`src/rtl/beat_pkg.sv`:
```
// rtl/beat_pkg.sv - beat and phase encodings plus the per-beat decision function
package beat_pkg;

   typedef enum logic [1:0] {HALT, W1, W2, W3} beat_state_t;
   typedef enum logic [1:0] {PH_T1, PH_T2, PH_T3} beat_phase_t;

   typedef struct packed {
      beat_state_t next;
      logic        end_of_instr;
   } beat_decision_t;

   // Beat that follows the current one, ignoring stop/single overrides.
   function automatic beat_decision_t next_beat(
      input beat_state_t state,
      input logic        short_req,
      input logic        long_req
   );
      beat_decision_t d;
      d.next         = HALT;
      d.end_of_instr = 1'b0;
      case (state)
         W1: begin
            if (short_req) begin
               d.next         = W1;
               d.end_of_instr = 1'b1;
            end else begin
               d.next = W2;
            end
         end
         W2: begin
            if (long_req) begin
               d.next = W3;
            end else begin
               d.next         = W1;
               d.end_of_instr = 1'b1;
            end
         end
         W3: begin
            d.next         = W1;
            d.end_of_instr = 1'b1;
         end
         default: begin
            d.next         = HALT;
            d.end_of_instr = 1'b0;
         end
      endcase
      return d;
   endfunction

endpackage

```
`src/rtl/qd_edge.sv`:
```
// rtl/qd_edge.sv - start button synchroniser with rising-edge pulse
module qd_edge (
   input  logic clk,
   input  logic clr,
   input  logic qd,
   output logic start
);

   logic sync1;
   logic sync2;
   logic delay;

   always_ff @(posedge clk) begin
      if (clr) begin
         sync1 <= 1'b0;
         sync2 <= 1'b0;
         delay <= 1'b0;
      end else begin
         sync1 <= qd;
         sync2 <= sync1;
         delay <= sync2;
      end
   end

   assign start = sync2 & ~delay;

endmodule

```
`src/rtl/beat_gen.sv`:
```
// rtl/beat_gen.sv - machine-cycle beat sequencer: W1/W2/W3 beats, t1..t3 phases
import beat_pkg::*;

module beat_gen #(
   parameter int CNT_W = 16
) (
   input  logic             clk,
   input  logic             clr,
   input  logic             qd,
   input  logic             short,
   input  logic             long,
   input  logic             stop,
   input  logic             single,
   output logic             t1,
   output logic             t2,
   output logic             t3,
   output logic             w1,
   output logic             w2,
   output logic             w3,
   output logic             running,
   output logic             instr_done,
   output logic [CNT_W-1:0] beat_cnt
);

   beat_state_t    state;
   beat_phase_t    phase;
   beat_decision_t dec;
   logic           start;

   qd_edge u_qd_edge (
      .clk   (clk),
      .clr   (clr),
      .qd    (qd),
      .start (start)
   );

   assign dec = next_beat(state, short, long);

   always_ff @(posedge clk) begin
      if (clr) begin
         state    <= HALT;
         phase    <= PH_T1;
         beat_cnt <= '0;
      end else if (state == HALT) begin
         // A start edge arriving while running is deliberately dropped.
         if (start) begin
            state <= W1;
            phase <= PH_T1;
         end
      end else begin
         case (phase)
            PH_T1: phase <= PH_T2;
            PH_T2: phase <= PH_T3;
            PH_T3: begin
               phase    <= PH_T1;
               beat_cnt <= beat_cnt + {{(CNT_W-1){1'b0}}, 1'b1};
               if (stop || (single && dec.end_of_instr))
                  state <= HALT;
               else
                  state <= dec.next;
            end
            default: phase <= PH_T1;
         endcase
      end
   end

   assign running    = (state != HALT);
   assign w1         = (state == W1);
   assign w2         = (state == W2);
   assign w3         = (state == W3);
   assign t1         = running && (phase == PH_T1);
   assign t2         = running && (phase == PH_T2);
   assign t3         = running && (phase == PH_T3);
   assign instr_done = t3 && dec.end_of_instr;

endmodule

```
`config.mk`:
```
export PLATFORM = sky130hd
export DESIGN_NAME = beat_gen
export DESIGN_NICKNAME = d
export VERILOG_FILES = /design/src/rtl/beat_pkg.sv /design/src/rtl/qd_edge.sv /design/src/rtl/beat_gen.sv
export SDC_FILE = /design/constraint.sdc
export NUM_CORES = 1
export LEC_CHECK = 0
export CAP_MARGIN = 20
export CELL_PAD_IN_SITES_DETAIL_PLACEMENT = 1
export CELL_PAD_IN_SITES_GLOBAL_PLACEMENT = 1
export CORE_ASPECT_RATIO = 1.4
export CORE_MARGIN = 3
export CORE_UTILIZATION = 34
export CTS_CLUSTER_SIZE = 16
export DETAILED_ROUTE_END_ITERATION = 10
export GPL_ROUTABILITY_DRIVEN = 0
export PLACE_DENSITY_LB_ADDON = 0.05
export SETUP_SLACK_MARGIN = 0.2
export SLEW_MARGIN = 10
export SYNTH_ARGS = -nofsm -noshare
export SYNTH_HDL_FRONTEND = slang
export SYNTH_HIERARCHICAL = 1
export SYNTH_SLANG_ARGS = --single-unit
```
`constraint.sdc`:
```
create_clock -name clk -period 1.9 [get_ports clk]
set_input_delay 0.38 -clock clk [delete_from_list [all_inputs] [get_ports clk]]
set_output_delay 0.38 -clock clk [all_outputs]
set_load 0.05 [all_outputs]
```
==> key figures <==
Clock network
  • Reg clk slew, reported paths: 0.09 ns
  • Clock sink count: 23
  • CTS tree: yes
  • Clk root buf: clkbuf_8
  • Bufs on Longest Clock Path: 2
  • H-tree levels: 1
  • CTS buffer count: 3
  • Clk_lat worst skew: 0.27 ns
  • Hold_buf cts: 0

Setup path
  • Worst reg2reg path endpoint: beat_cnt[15]$_SDFFE_PP0P_
  • CP Capture Type: output pin
  • Worst r2r src: beat_cnt[3]$_SDFFE_PP0P_
  • CP required: 1.52 ns
  • FF-to-FF path depth: 4
  • Register-to-Register Setup Slack: 0.35 ns
  • Critical path launch point type: primary input
  • Worst setup path class: primary input to output pin
  • Crit path arrival time: about 1.3 ns
  • Critical path peak fanout: 2

Final layout
  • Fill cell count: about 350
  • Layout net count: 170
  • Most frequent cells in the layout: nor2_1, buf_4, dfxtp_2, a21oi_1, dfxtp_1
  • Register area: approximately 480 µm²
  • Multi-input gate area: 626.9 µm²
  • Syn-to-layout area delta: 47.70%
  • Layout cell share with drive strength beyond 1: between 30% and 40%
  • Ant diodes: 0
  • Final Instance Count excl. Fillers: 198

Floorplan
  • Die Y: 72.95 µm
  • Starting density of the core: 36.72%
  • Die area: 3926 µm²
  • Ports: 31
  • # rows: 23
  • Core ar.: 2964 µm²
  • Chip Width: 53.82 µm

Logic synthesis
  • Seq/Total Area, Yosys: 42.30%
  • Post-Syn Instances: 124
  • Synth cell types: 38
  • Mapped Area: 1089 µm²
  • Mapped Nets: 132
  • Synthesized flop and latch total: 23
  • Yosys warning count: 6
  • Syn Area/Cell: between 8 and 9 µm²
  • Post-synth top area share: 42.30%
  • Area leader, netlist: dfxtp_1
  • Synth area leaders: dfxtp_1, nor2_1, xnor2_1

Pwr
  • Leak pwr: 0.6238 nW
  • VDD IR max: 433.9 µV
  • PD cells: around 550 nW/µm²

STA
  • Setup TNS: 0 ns
  • Max Slew Vio Count: 0
  • Min Hold Slack: ~0.46 ns
  • Clock skew: 0.007366 ns
  • Rel. slew slack: 67.18%
  • Tmin final: 1.677 ns
  • RSZ-0062 raised after global routing: yes
  • Fin. Hold Viols: 0
  • Final setup violation count: 0
  • Final critical-path share of the clock period: about nine tenths
  • Fmax: between 500 and 600 MHz
  • Actual slew at the worst max-slew pin: 0.4943 ns

GRT
  • GRT overflow: 0
  • Vias in the first global route: 1099
  • Largest net degree at the start of global routing: 14
  • First-pass GRT wire length: 5064 µm
  • Antenna violations before repair: 0
  • Total track usage: ~17%

Placement
  • Placed Cells: 192
  • HPWL Detailed: 2194 µm
  • Port bufs: 30

Routing
  • Overall routed net length: 2902 µm
  • Pre-antenna DRT Iters: 2
  • Vias/cell: about 5.2
  • DRT iter0 DRCs: 6
  • DRT antenna net count: 0
  • DRC: 0
  • Total number of vias: 1024
  • Drt wl/cell: 14.66 µm

Status
  • Status: completed

Hold path
  • Hold Path Class: flop to flop
  • Min-Delay Path Depth: 1
  • WHS Endpoint: u_qd_edge/sync2$_SDFF_PP0_
  • Worst Hold Launch: u_qd_edge/sync1$_SDFF_PP0_

Run
  • # Max-Cap Violations: 0
## worst max-delay path: stages
cell,delay (ns)
clkdlybuf4s50_1,0.40
nand2b_1,0.11
a22oi_2,0.05
nor2_1,0.19
buf_12,0.17
## layer usage
layer / vias to the layer above / share of wire [%] / track usage (%)
met5: - / 0 / 0
met4: 0 / 2.0 / 7.102
met3: 6 / 2.7 / 2.658
met2: 17 / 54 / 29.92
met1: 487 / 42 / 20.05
li1: 514 / - / -
## where the power goes
part / total [mW] / internal [mW] / switching, mW
clock network: 0.309 / 0.146 / 0.162
registers: 0.490 / 0.485 / 0.00541
logic: 0.0900 / 0.0432 / 0.0468
## cells by family after synthesis
kind of cell / after synthesis / synth area share [%]
buf+inv: 6 / 2.529
simple gates: 62 / 32.19
compound gates: 22 / 13.22
flops: 23 / 42.30
fa+ha+maj: 1 / 1.149
mux: 1 / 1.379
xor+xnor: 9 / 7.242
## how the worst max path moves through the flow
stage / end / slack [ns] / depth (start not counted) / start
2_1_floorplan: t3 / 0.21 / 2 / phase[1]$_SDFFE_PP0P_
3_3_place_gp: instr_done / 0.21 / 5 / long
3_5_place_dp: instr_done / 0.17 / 5 / long
4_1_cts: t3 / 0.20 / 3 / phase[1]$_SDFFE_PP0P_
5_1_grt: t3 / 0.15 / 3 / phase[0]$_SDFFE_PP0P_
6_report: instr_done / 0.22 / 5 / long
## sequential cells by signal, indices dropped and copies added, names as in the netlist
| register | count |
|---|---|
| state | 2 |
| u_qd_edge/delay | 1 |
| beat_cnt | 16 |
| u_qd_edge/sync1 | 1 |
| phase | 2 |
| u_qd_edge/sync2 | 1 |
## Yosys cell counts, drive strengths merged
library cell	count
o21bai	1
nand2	5
a21bo	2
nand4	6
nor2b	7
dfxtp	23
nor3	4
ha	1
or4	1
nand3b	2
a31o	1
buf	2
a211oi	1
and4	1
or3	1
or4b	1
nor3b	2
xor2	2
nand2b	2
a22oi	1
xnor2	7
o21ai	4
a21oi	9
and2	1
nor4	2
inv	2
o21ba	1
a31oi	1
nor2	20
o31ai	1
mux2	1
nand3	5
clkbuf	2
and3	2
## what timing repair did
item / 4_1_cts / 5_1_grt
pin swaps: 2 / 0
resized for setup: 12 / 4
endpoints found under the setup margin: 10 / 4
buffers inserted: 2 / 0
## cell type report
cell class	instances	area share, %
multi-input cells	95	38.99
clock inverters	1	0.3113
inverters	2	0.4669
clock buffers	3	2.568
repair buffers	37	24.75
well taps	37	2.879
flip-flops and latches	23	30.04
## per-stage QoR
stage | total power [mW] | setup slack (ns) | utilization (%) | area [µm²]
final | 0.8890 | 0.2233 | 54.24 | 1608
after global routing | 0.9311 | 0.1540 | 54.24 | 1608
after detailed placement | 0.5888 | 0.1723 | 51.50 | 1526
after CTS | 0.9016 | 0.1952 | 53.74 | 1593
after global placement | 0.5871 | 0.2069 | 51.50 | 1526
after floorplan | 0.5439 | 0.2054 | - | 1110
(Power assumes the default switching activity.)
